`src/rtl/tri_bus_arb_pkg.sv`:
```
// Shared definitions for the tri-state bus arbiter: FSM state encoding and
// a width helper used to size the arbiter's counters.
package tri_bus_arb_pkg;

    typedef enum logic [1:0] {
        ST_IDLE  = 2'd0,
        ST_GRANT = 2'd1,
        ST_TURN  = 2'd2
    } state_e;

    // Counter width for a count range of v values, never below one bit.
    function automatic int clog2_min1(input int v);
        return (v <= 2) ? 1 : $clog2(v);
    endfunction

endpackage

```
`src/rtl/tri_bus_arb_if.sv`:
```
// Requester-side bundle of the tri-state bus arbiter. The arbiter uses the
// slave view; the requesters (or a testbench) use the master view.
interface tri_bus_arb_if #(
    parameter int N = 3,
    parameter int M = 4
) ();
    logic [M-1:0]   req;
    logic [M-1:0]   done;
    logic [M*N-1:0] data_in;
    logic [M-1:0]   gnt;
    logic           bus_en;
    logic [N-1:0]   bus_data;
    logic           tout;

    modport master (
        output req, done, data_in,
        input  gnt, bus_en, bus_data, tout
    );

    modport slave (
        input  req, done, data_in,
        output gnt, bus_en, bus_data, tout
    );
endinterface

```
`src/rtl/tri_bus_arb_rr_pick.sv`:
```
// Round-robin selector: finds the first set request bit searching from
// last+1 upwards, wrapping modulo M. Purely combinational.
module tri_bus_arb_rr_pick #(
    parameter int M  = 4,
    parameter int LW = 2
) (
    input  logic [M-1:0]  req,
    input  logic [LW-1:0] last,
    output logic [LW-1:0] owner,
    output logic          valid
);

    // Scan candidates farthest-first so the nearest one after last wins.
    // NOTE: every output gets a default first so no latch is inferred.
    always_comb begin
        owner = '0;
        valid = 1'b0;
        for (int k = M; k >= 1; k--) begin
            if (req[LW'((int'(last) + k) % M)]) begin
                owner = LW'((int'(last) + k) % M);
                valid = 1'b1;
            end
        end
    end

endmodule

```
`src/rtl/tri_bus_arb.sv`:
```
// Round-robin arbiter and driver for a shared tri-state bus. Grants one
// requester at a time, drives its data slice onto bus_data and enforces a
// bus_en-low turnaround gap between owners.
// Optional hold limit: define TRI_BUS_TIMEOUT_EN to force release after
// HOLD_MAX cycles of ownership (tout pulses for one cycle).
module tri_bus_arb
    import tri_bus_arb_pkg::*;
#(
    parameter int N        = 3,
    parameter int M        = 4,
    parameter int HOLD_MAX = 8,
    parameter int TURN     = 1
) (
    input  logic          clk,
    input  logic          rst_n,
    tri_bus_arb_if.slave  bus
);

    localparam int LW = clog2_min1(M);
    localparam int HW = clog2_min1(HOLD_MAX);
    localparam int TW = clog2_min1(TURN);

    state_e          state_q, state_d;
    logic [M-1:0]    gnt_q, gnt_d;
    logic            bus_en_q, bus_en_d;
    logic [LW-1:0]   last_q, last_d;
    logic [HW-1:0]   hold_cnt_q, hold_cnt_d;
    logic [TW-1:0]   turn_cnt_q, turn_cnt_d;
    logic            tout_q, tout_d;

    logic [LW-1:0]   pick_owner;
    logic            pick_valid;
    logic            owner_release;
    logic            force_release;
    logic [N-1:0]    owner_data;

    tri_bus_arb_rr_pick #(.M(M), .LW(LW)) u_pick (
        .req   (bus.req),
        .last  (last_q),
        .owner (pick_owner),
        .valid (pick_valid)
    );

    // The current owner is always last_q while granted.
    always_comb begin
        owner_release = bus.done[last_q] || !bus.req[last_q];
`ifdef TRI_BUS_TIMEOUT_EN
        force_release = !owner_release && (hold_cnt_q == HW'(HOLD_MAX - 1));
`else
        force_release = 1'b0;
`endif
    end

    // Next-state and registered-output logic of the IDLE/GRANT/TURN FSM.
    always_comb begin
        state_d    = state_q;
        gnt_d      = gnt_q;
        bus_en_d   = bus_en_q;
        last_d     = last_q;
        hold_cnt_d = hold_cnt_q;
        turn_cnt_d = turn_cnt_q;
        tout_d     = 1'b0;
        case (state_q)
            ST_IDLE: begin
                if (pick_valid) begin
                    gnt_d      = {{(M-1){1'b0}}, 1'b1} << pick_owner;
                    bus_en_d   = 1'b1;
                    last_d     = pick_owner;
                    hold_cnt_d = '0;
                    state_d    = ST_GRANT;
                end
            end
            ST_GRANT: begin
                if (hold_cnt_q != HW'(HOLD_MAX - 1)) begin
                    hold_cnt_d = hold_cnt_q + 1'b1;
                end
                if (owner_release || force_release) begin
                    gnt_d      = '0;
                    bus_en_d   = 1'b0;
                    turn_cnt_d = '0;
                    tout_d     = force_release;
                    state_d    = ST_TURN;
                end
            end
            ST_TURN: begin
                if (turn_cnt_q == TW'(TURN - 1)) begin
                    state_d = ST_IDLE;
                end else begin
                    turn_cnt_d = turn_cnt_q + 1'b1;
                end
            end
            default: state_d = ST_IDLE;
        endcase
    end

    // State and output registers; last resets to M-1 so requester 0 goes first.
    // NOTE: sequential state uses non-blocking assignments only.
    always_ff @(posedge clk or negedge rst_n) begin
        if (!rst_n) begin
            state_q    <= ST_IDLE;
            gnt_q      <= '0;
            bus_en_q   <= 1'b0;
            last_q     <= LW'(M - 1);
            hold_cnt_q <= '0;
            turn_cnt_q <= '0;
            tout_q     <= 1'b0;
        end else begin
            state_q    <= state_d;
            gnt_q      <= gnt_d;
            bus_en_q   <= bus_en_d;
            last_q     <= last_d;
            hold_cnt_q <= hold_cnt_d;
            turn_cnt_q <= turn_cnt_d;
            tout_q     <= tout_d;
        end
    end

    // Select the owner's data slice with a plain mux over all requesters.
    always_comb begin
        owner_data = '0;
        for (int i = 0; i < M; i++) begin
            if (last_q == LW'(i)) begin
                owner_data = bus.data_in[i*N +: N];
            end
        end
    end

    assign bus.gnt      = gnt_q;
    assign bus.bus_en   = bus_en_q;
    assign bus.bus_data = bus_en_q ? owner_data : '0;
    assign bus.tout     = tout_q;

endmodule
```
`src/flat_wrapper.sv`:
```
// flat-port wrapper written by rule: the top's interface ports become plain ports
module tri_bus_arb_flat import tri_bus_arb_pkg::*;
#(
    parameter int N        = 3,
    parameter int M        = 4,
    parameter int HOLD_MAX = 8,
    parameter int TURN     = 1
)
  (clk, rst_n, bus_req, bus_done, bus_data_in, bus_gnt, bus_bus_en, bus_bus_data, bus_tout);
  tri_bus_arb_if #(.N(N), .M(M)) bus_i ();
  input  logic clk;
  input  logic rst_n;
  input wire logic [$bits(bus_i.req)-1:0] bus_req;
  input wire logic [$bits(bus_i.done)-1:0] bus_done;
  input wire logic [$bits(bus_i.data_in)-1:0] bus_data_in;
  output wire logic [$bits(bus_i.gnt)-1:0] bus_gnt;
  output wire logic [$bits(bus_i.bus_en)-1:0] bus_bus_en;
  output wire logic [$bits(bus_i.bus_data)-1:0] bus_bus_data;
  output wire logic [$bits(bus_i.tout)-1:0] bus_tout;
  assign bus_i.req = bus_req;
  assign bus_i.done = bus_done;
  assign bus_i.data_in = bus_data_in;
  assign bus_gnt = bus_i.gnt;
  assign bus_bus_en = bus_i.bus_en;
  assign bus_bus_data = bus_i.bus_data;
  assign bus_tout = bus_i.tout;
  tri_bus_arb #(.N(N), .M(M), .HOLD_MAX(HOLD_MAX), .TURN(TURN)) u_core (.clk(clk), .rst_n(rst_n), .bus(bus_i));
endmodule
```
`config.mk`:
```
export PLATFORM = sky130hd
export DESIGN_NAME = tri_bus_arb_flat
export DESIGN_NICKNAME = d
export VERILOG_FILES = /design/src/rtl/tri_bus_arb_pkg.sv /design/src/rtl/tri_bus_arb_if.sv /design/src/rtl/tri_bus_arb_rr_pick.sv /design/src/rtl/tri_bus_arb.sv /design/src/flat_wrapper.sv
export SDC_FILE = /design/constraint.sdc
export NUM_CORES = 1
export LEC_CHECK = 0
export ABC_AREA = 1
export CAP_MARGIN = 25
export CORE_MARGIN = 3
export CORE_UTILIZATION = 39
export CTS_CLUSTER_SIZE = 12
export DETAILED_ROUTE_END_ITERATION = 12
export GPL_TIMING_DRIVEN = 0
export PLACE_DENSITY = 0.75
export SYNTH_ARGS = -nofsm -noshare
export SYNTH_HDL_FRONTEND = slang
export SYNTH_HIERARCHICAL = 1
export SYNTH_SLANG_ARGS = --single-unit
```
`constraint.sdc`:
```
create_clock -name clk -period 1.7 [get_ports clk]
set_input_delay 0.425 -clock clk [delete_from_list [all_inputs] [get_ports clk]]
set_output_delay 0.425 -clock clk [all_outputs]
set_load 0.005 [all_outputs]
```
==> results of run 1 <==
cells by family (layout without fill, tap and decap cells):
family,Yosys count,in the layout,share of synthesized area (%)
simple gates,91,91,52.4
buf+inv,19,68,11.3
compound gates,10,10,8.31
flops,9,9,27.5
other cells,1,1,0.453
per-layer routing:
layer	share of wire [%]	routed length, microns	global-route usage [%]
met1	40	1120	23.0
met3	3.2	92	4.30
met5	0	0	0
met2	57	1600	38.3
met4	0.56	16	1.31
flip-flops by register name, summed over array words and instances, names as in the netlist:
name	flops
u_core/bus.gnt	4
u_core/last_q	2
u_core/state_q	2
u_core/bus.bus_en	1
how the worst max path moves through the flow:
stage | start | to | depth (start not counted)
after floorplan | u_core/last_q[0] | u_core/bus.gnt[1] | 12
after global placement | bus_data_in[7] | bus_bus_data[1] | 4
after detailed placement | bus_data_in[7] | bus_bus_data[1] | 4
after CTS | u_core/last_q[1] | bus_bus_data[1] | 5
after global routing | u_core/last_q[0] | u_core/bus.gnt[3] | 13
final | bus_req[2] | u_core/bus.gnt[3] | 12
critical path: cells and delay by family:
| family | cells | cell delay [ns] |
|---|---|---|
| simple gates | 9 | 0.97 |
| buf+inv | 3 | 0.71 |
layout make-up:
cell class	count	area share (%)
multi-input cells	102	47.5
well taps	27	2.15
flip-flops and latches	9	14.5
plain buffers	3	2.71
clock buffers	4	1.68
repair buffers	45	26.3
inverters	16	5.11
what timing repair did:
action | 4_1_cts | 5_1_grt
setup endpoints to repair | 9 | 11
gates resized for setup | 41 | 51
setup buffers | 11 | 5
pin swaps | 17 | 22
where the power goes:
group | switching [mW] | internal [mW] | leakage [nW] | total [mW]
Combinational | 1.44 | 1.10 | 0.656 | 2.54
Sequential | 0.0713 | 0.326 | 0.110 | 0.398
Clock | 0.0726 | 0.0903 | 0.0150 | 0.163
per-stage QoR:
step / cells / instance area (sq um) / hold slack, ns / total power, mW / util (%)
2_1_floorplan: 130 / 828 / 0.129 / 1.46 / -
3_3_place_gp: 186 / 1150 / 0.459 / 1.85 / 58.1
3_5_place_dp: 186 / 1150 / 0.462 / 1.87 / 58.1
4_1_cts: 201 / 1330 / 0.466 / 2.40 / 67.2
5_1_grt: 206 / 1570 / 0.474 / 3.31 / 79.1
6_report: 206 / 1570 / 0.451 / 3.10 / 79.1
layout by cell type, fill, tap and decap left out, types with 4 or more instances in the layout:
cell type,count
dfrtp_1,7
nand2_4,18
buf_4,13
nand2_2,17
nand3_1,8
nor3_1,6
buf_6,4
clkdlybuf4s50_1,25
inv_1,8
inv_2,4
nand2_1,25
==> impl_results.md, run 1 <==
* Status: complete, but fails checks
* Violated checks: setup timing
* CP cell instances: clkdlybuf4s50_1 > inv_1 > nand2_8 > nand2_4 > and2_4 > nor2_4 > nand3_2 > nand2_4 > inv_4 > nor3_4 > nand3_1 > nand2_1
* Final GP Congestion at 0.784
* Die X at 52.1 microns
* Endpoints failing setup at 10
* Ports at 31
* Clock sink count at 9
* Core Rows at 16
* Multi-input gate area at 744 sq um
* Unique masters post-synth at 23
* Initial DRT Pass Iterations at 4
* Vias in the first global route at 931
* Most used cell, CP: nand2_4
* # hold bufs at CTS at 0
* Total gr overflow at 0
* H-tree lvl count at 1
* Starting Density at 41.8%
* Clock slew at reported path FFs at 0.06 ns
* CTS max path bufs at 2
* Final Skew at 0.00332 ns
* DR iter-0 viols at 12
* Post-DR wirelength/cell at 13.8 microns
* Fillers at 137
* Period utilization at 112%
* Via count at 993
* Synth Area per Inst at 6.37 sq um
* Top cell type's share of synthesized area at 24.0%
* Critical Path End Type: register
* Register Area at 228 sq um
* Synth cell count leaders: nand2_1 (53), inv_1 (13), nand3_1 (11)
* Register area share after synthesis at 27.5%
* Post-synthesis net count at 152
* RSZ-0062 raised after global routing: yes
* Vias per cell at 4.82
* Root buffer cell: clkbuf_4
* Pre-CTS WS at -0.434 ns
* Worst-path fanout max at 3
* Achievable frequency at 0.526 GHz
* Leakage at 0.782 nW
* Ys async rst share at 100%
* Post-synth top area cell: nand2_1
* Gr usage total at 19.9%
* Synthesized cell area at 828 sq um
* Count leader, synth: nand2_1
* Reg-to-reg slack, setup at -0.18 ns
* Fin worst setup slack at -0.203 ns
* Nets at 202
* Initial antenna violation count at 0
* Post-route minimum period at 1.90 ns
* Hold crit path type: in -> async
* Pins Over Slew Limit at 0
* Antenna diode count at 0
* Worst skew pair latency at 0.26 ns
* Worst Setup Start Kind: input pin
* Largest net degree at the start of global routing at 10
* Max-cap violation count at 0
* Crit-path max cell delay at 0.53 ns
* Critical Path AT at 2.10 ns
* Die Ht at 52.1 microns
* Routed WL at 2.84 mm
* Power Density at 1980 nW/um^2
* First-pass GRT wire length at 4.08 mm
* Ys Warns at 6
* RR Endpoint: u_core/bus.gnt[3]
* Core area at 1980 sq um
* IO Port Bufs at 29
* Slowest CP cell: clkdlybuf4s50_1
* VDD IR-drop max at 1.22 mV
* Worst-case reg-to-reg path depth at 13
* Post-synth EDFFs at 0
* Die area at 2710 sq um
* Hpwl dp at 1.63 mm
* Share of layout cells above drive strength 1 at 49.2%
* Data required, critical path at 1.90 ns
* Gate Count Post-Synth at 130
* CTS tree: done
* Main synth FF type: dfrtp_1
* Antenna viol nets, final at 0
* Yosys reg bits at 9
* R2R Path Start: u_core/last_q[0]
* Area contributors post-synth: nand2_1 (24%), dfrtp_1 (21%), nand3_1 (6.6%)
* Kind of critical path: in -> reg
* DRC violations left at 0
* Hold Vio Cnt, Final at 0
* Fin Setup TNS at -1.41 ns
* Area Growth Syn to Fin at 89.3%
* CTS Buf Count at 3
(Power assumes the default switching activity.)
==> run 2, diff against run 1 <==
Settings changed: GPL_ROUTABILITY_DRIVEN set to 0, SETUP_SLACK_MARGIN set to 0.1.
==> impl_results.md, run 2 (synthesis gave the netlist of run 1 again) <==
* Vias per cell at 4.84 (+0.49%)
* CP cell instances: buf_6 > buf_12 > nand2_8 > o22ai_2 > nor3_2 > buf_2
* Violated checks: setup timing
* H-tree lvl count at 1 (unchanged)
* Core area at 1980 sq um (unchanged)
* Hold Vio Cnt, Final at 0 (unchanged)
* Core Rows at 16 (unchanged)
* R2R Path Start: u_core/last_q[0]
* Worst setup path startpoint: u_core/last_q[1]
* Leakage at 0.733 nW (-6.2%)
* Initial antenna violation count at 0 (unchanged)
* # hold bufs at CTS at 0 (unchanged)
* Total gr overflow at 0 (unchanged)
* Post-route minimum period at 1.88 ns (-0.0215 ns)
* Kind of critical path: reg -> out
* Pre-CTS WS at -0.392 ns (+0.0424 ns)
* Antenna viol nets, final at 0 (unchanged)
* Vias in the first global route at 956 (+2.7%)
* Data required, critical path at 1.27 ns (-0.63 ns)
* Via count at 993 (unchanged)
* Worst skew pair latency at 0.26 ns (about the same)
* Post-layout power at 2.82 mW (-9.1%)
* VDD IR-drop max at 1.09 mV (-10%)
* Die area at 2710 sq um (unchanged)
* DR iter-0 viols at 19 (+7)
* Antenna diode count at 0 (unchanged)
* Hpwl dp at 1.73 mm (+6.0%)
* Die Ht at 52.1 microns (unchanged)
* Cell Count, Final, Fillers Out at 205 (-0.49%)
* Worst-path fanout max at 7 (+4)
* Placed cell count at 186 (unchanged)
* Ports at 31 (unchanged)
* Critical Path AT at 1.46 ns (-0.64 ns)
* Initial DRT Pass Iterations at 4 (unchanged)
* Fin worst setup slack at -0.181 ns (+0.0215 ns)
* Max-cap violation count at 0 (unchanged)
* Power Density at 1890 nW/um^2 (-4.2%)
* Starting Density at 41.8% (unchanged)
* Clock slew at reported path FFs at 0.06 ns (about the same)
* Worst Setup Start Kind: register
* Most frequent cells in the layout: nand2_1 (30), clkdlybuf4s50_1 (25), nand2_2 (21)
* Max reg flops at 4 (unchanged)
* Pins Over Slew Limit at 0 (unchanged)
* Share of layout cells above drive strength 1 at 46.1% (-3.1 points)
* Area Growth Syn to Fin at 79.6%
* Placed inst area at 1150 sq um (+0.22%)
* Cell area after layout at 1490 sq um (-5.1%)
* Hold WS at 0.457 ns (+0.00597 ns)
* Root buffer cell: clkbuf_4
* Nets at 201 (-0.50%)
* Routed WL at 2.68 mm (-5.5%)
* CTS max path bufs at 2 (unchanged)
* Period utilization at 111% (-1.3 points)
* Hold crit path type: in -> async
* CTS tree: done
* Post-DR wirelength/cell at 13.1 microns (-5.0%)
* Final Skew at 0.0116 ns (+0.00825 ns)
* Commonest non-fill, non-tap cell in the layout: nand2_1
* Die X at 52.1 microns (unchanged)
* CTS Buf Count at 3 (unchanged)
* IO Port Bufs at 29 (unchanged)
* Worst path buffer plus inverter count at 3 (unchanged)
* Achievable frequency at 0.532 GHz (+1.1%)
* RSZ-0062 raised after global routing: yes
* Clock sink count at 9 (unchanged)
* First-pass GRT wire length at 4.04 mm (-1.0%)
* Status: complete, but fails checks
* Cell family with most CP delay: flip-flops
* Critical Path End Type: output port
* Slowest CP cell: dfstp_2
* DRC violations left at 0 (unchanged)
* Largest net degree at the start of global routing at 10 (unchanged)
* Endpoints failing setup at 8 (-2)
* Gr usage total at 19.7% (-0.14 points)
* Crit-path max cell delay at 0.54 ns (about the same)
## run 2: cell types whose count changed in the layout (fill, tap and decap cells not counted), moves of 2 or more
| cell | previous run | this run |
|---|---|---|
| buf_6 | 4 | 2 |
| nand2_1 | 25 | 30 |
| nand2_2 | 17 | 21 |
| nand2_4 | 18 | 9 |
| nor3_2 | 3 | 5 |
## run 2: final timing paths
| kind | endpoint | slack [ns] | cells after the start |
|---|---|---|---|
| setup / recovery | bus_bus_data[1] | -0.18 | 6 |
| hold / removal | u_core/bus.bus_en | 0.46 | 1 |
| min in group clk | u_core/bus.gnt[1] | 0.48 | 2 |
| max in group asynchronous | u_core/last_q[1] | 0.92 | 1 |
| hold reg to reg | u_core/bus.gnt[1] | 0.48 | 2 |
| setup reg to reg | u_core/bus.gnt[3] | -0.17 | 13 |
## run 2: layer usage
metal  share of wire, %  track usage (%)
met4               0.67             3.93
met5                  0                0
met2                 55             37.2
met1                 42             23.9
met3                2.7             1.72
## run 2: cell type report
type                       count  area [sq um]
inverter                      16          72.6
tap                           27          33.8
timing repair buffer          44           407
multi-input combinational    102           682
fill                         152           494
sequential                     9           228
clock buffer                   4          26.3
buffer                         3          38.8
## run 2: timing repair
| action | CTS | global route |
|---|---|---|
| pin swaps | 19 | 12 |
| endpoints found under the setup margin | 11 | 12 |
| gates resized for setup | 48 | 20 |
| buffers inserted | 10 | 5 |
## run 2: per-stage QoR
stage          TNS (ns)  utilization (%)
2_1_floorplan         0                -
3_3_place_gp      -2.68             58.3
3_5_place_dp      -2.88             58.3
4_1_cts          -0.769             68.2
5_1_grt           -1.89             75.1
6_report          -1.11             75.1
## run 2: power by group
| group | total [mW] | internal [mW] | switching, mW |
|---|---|---|---|
| combinational | 2.27 | 1.00 | 1.27 |
| sequential | 0.390 | 0.326 | 0.0637 |
| clock | 0.160 | 0.0901 | 0.0697 |
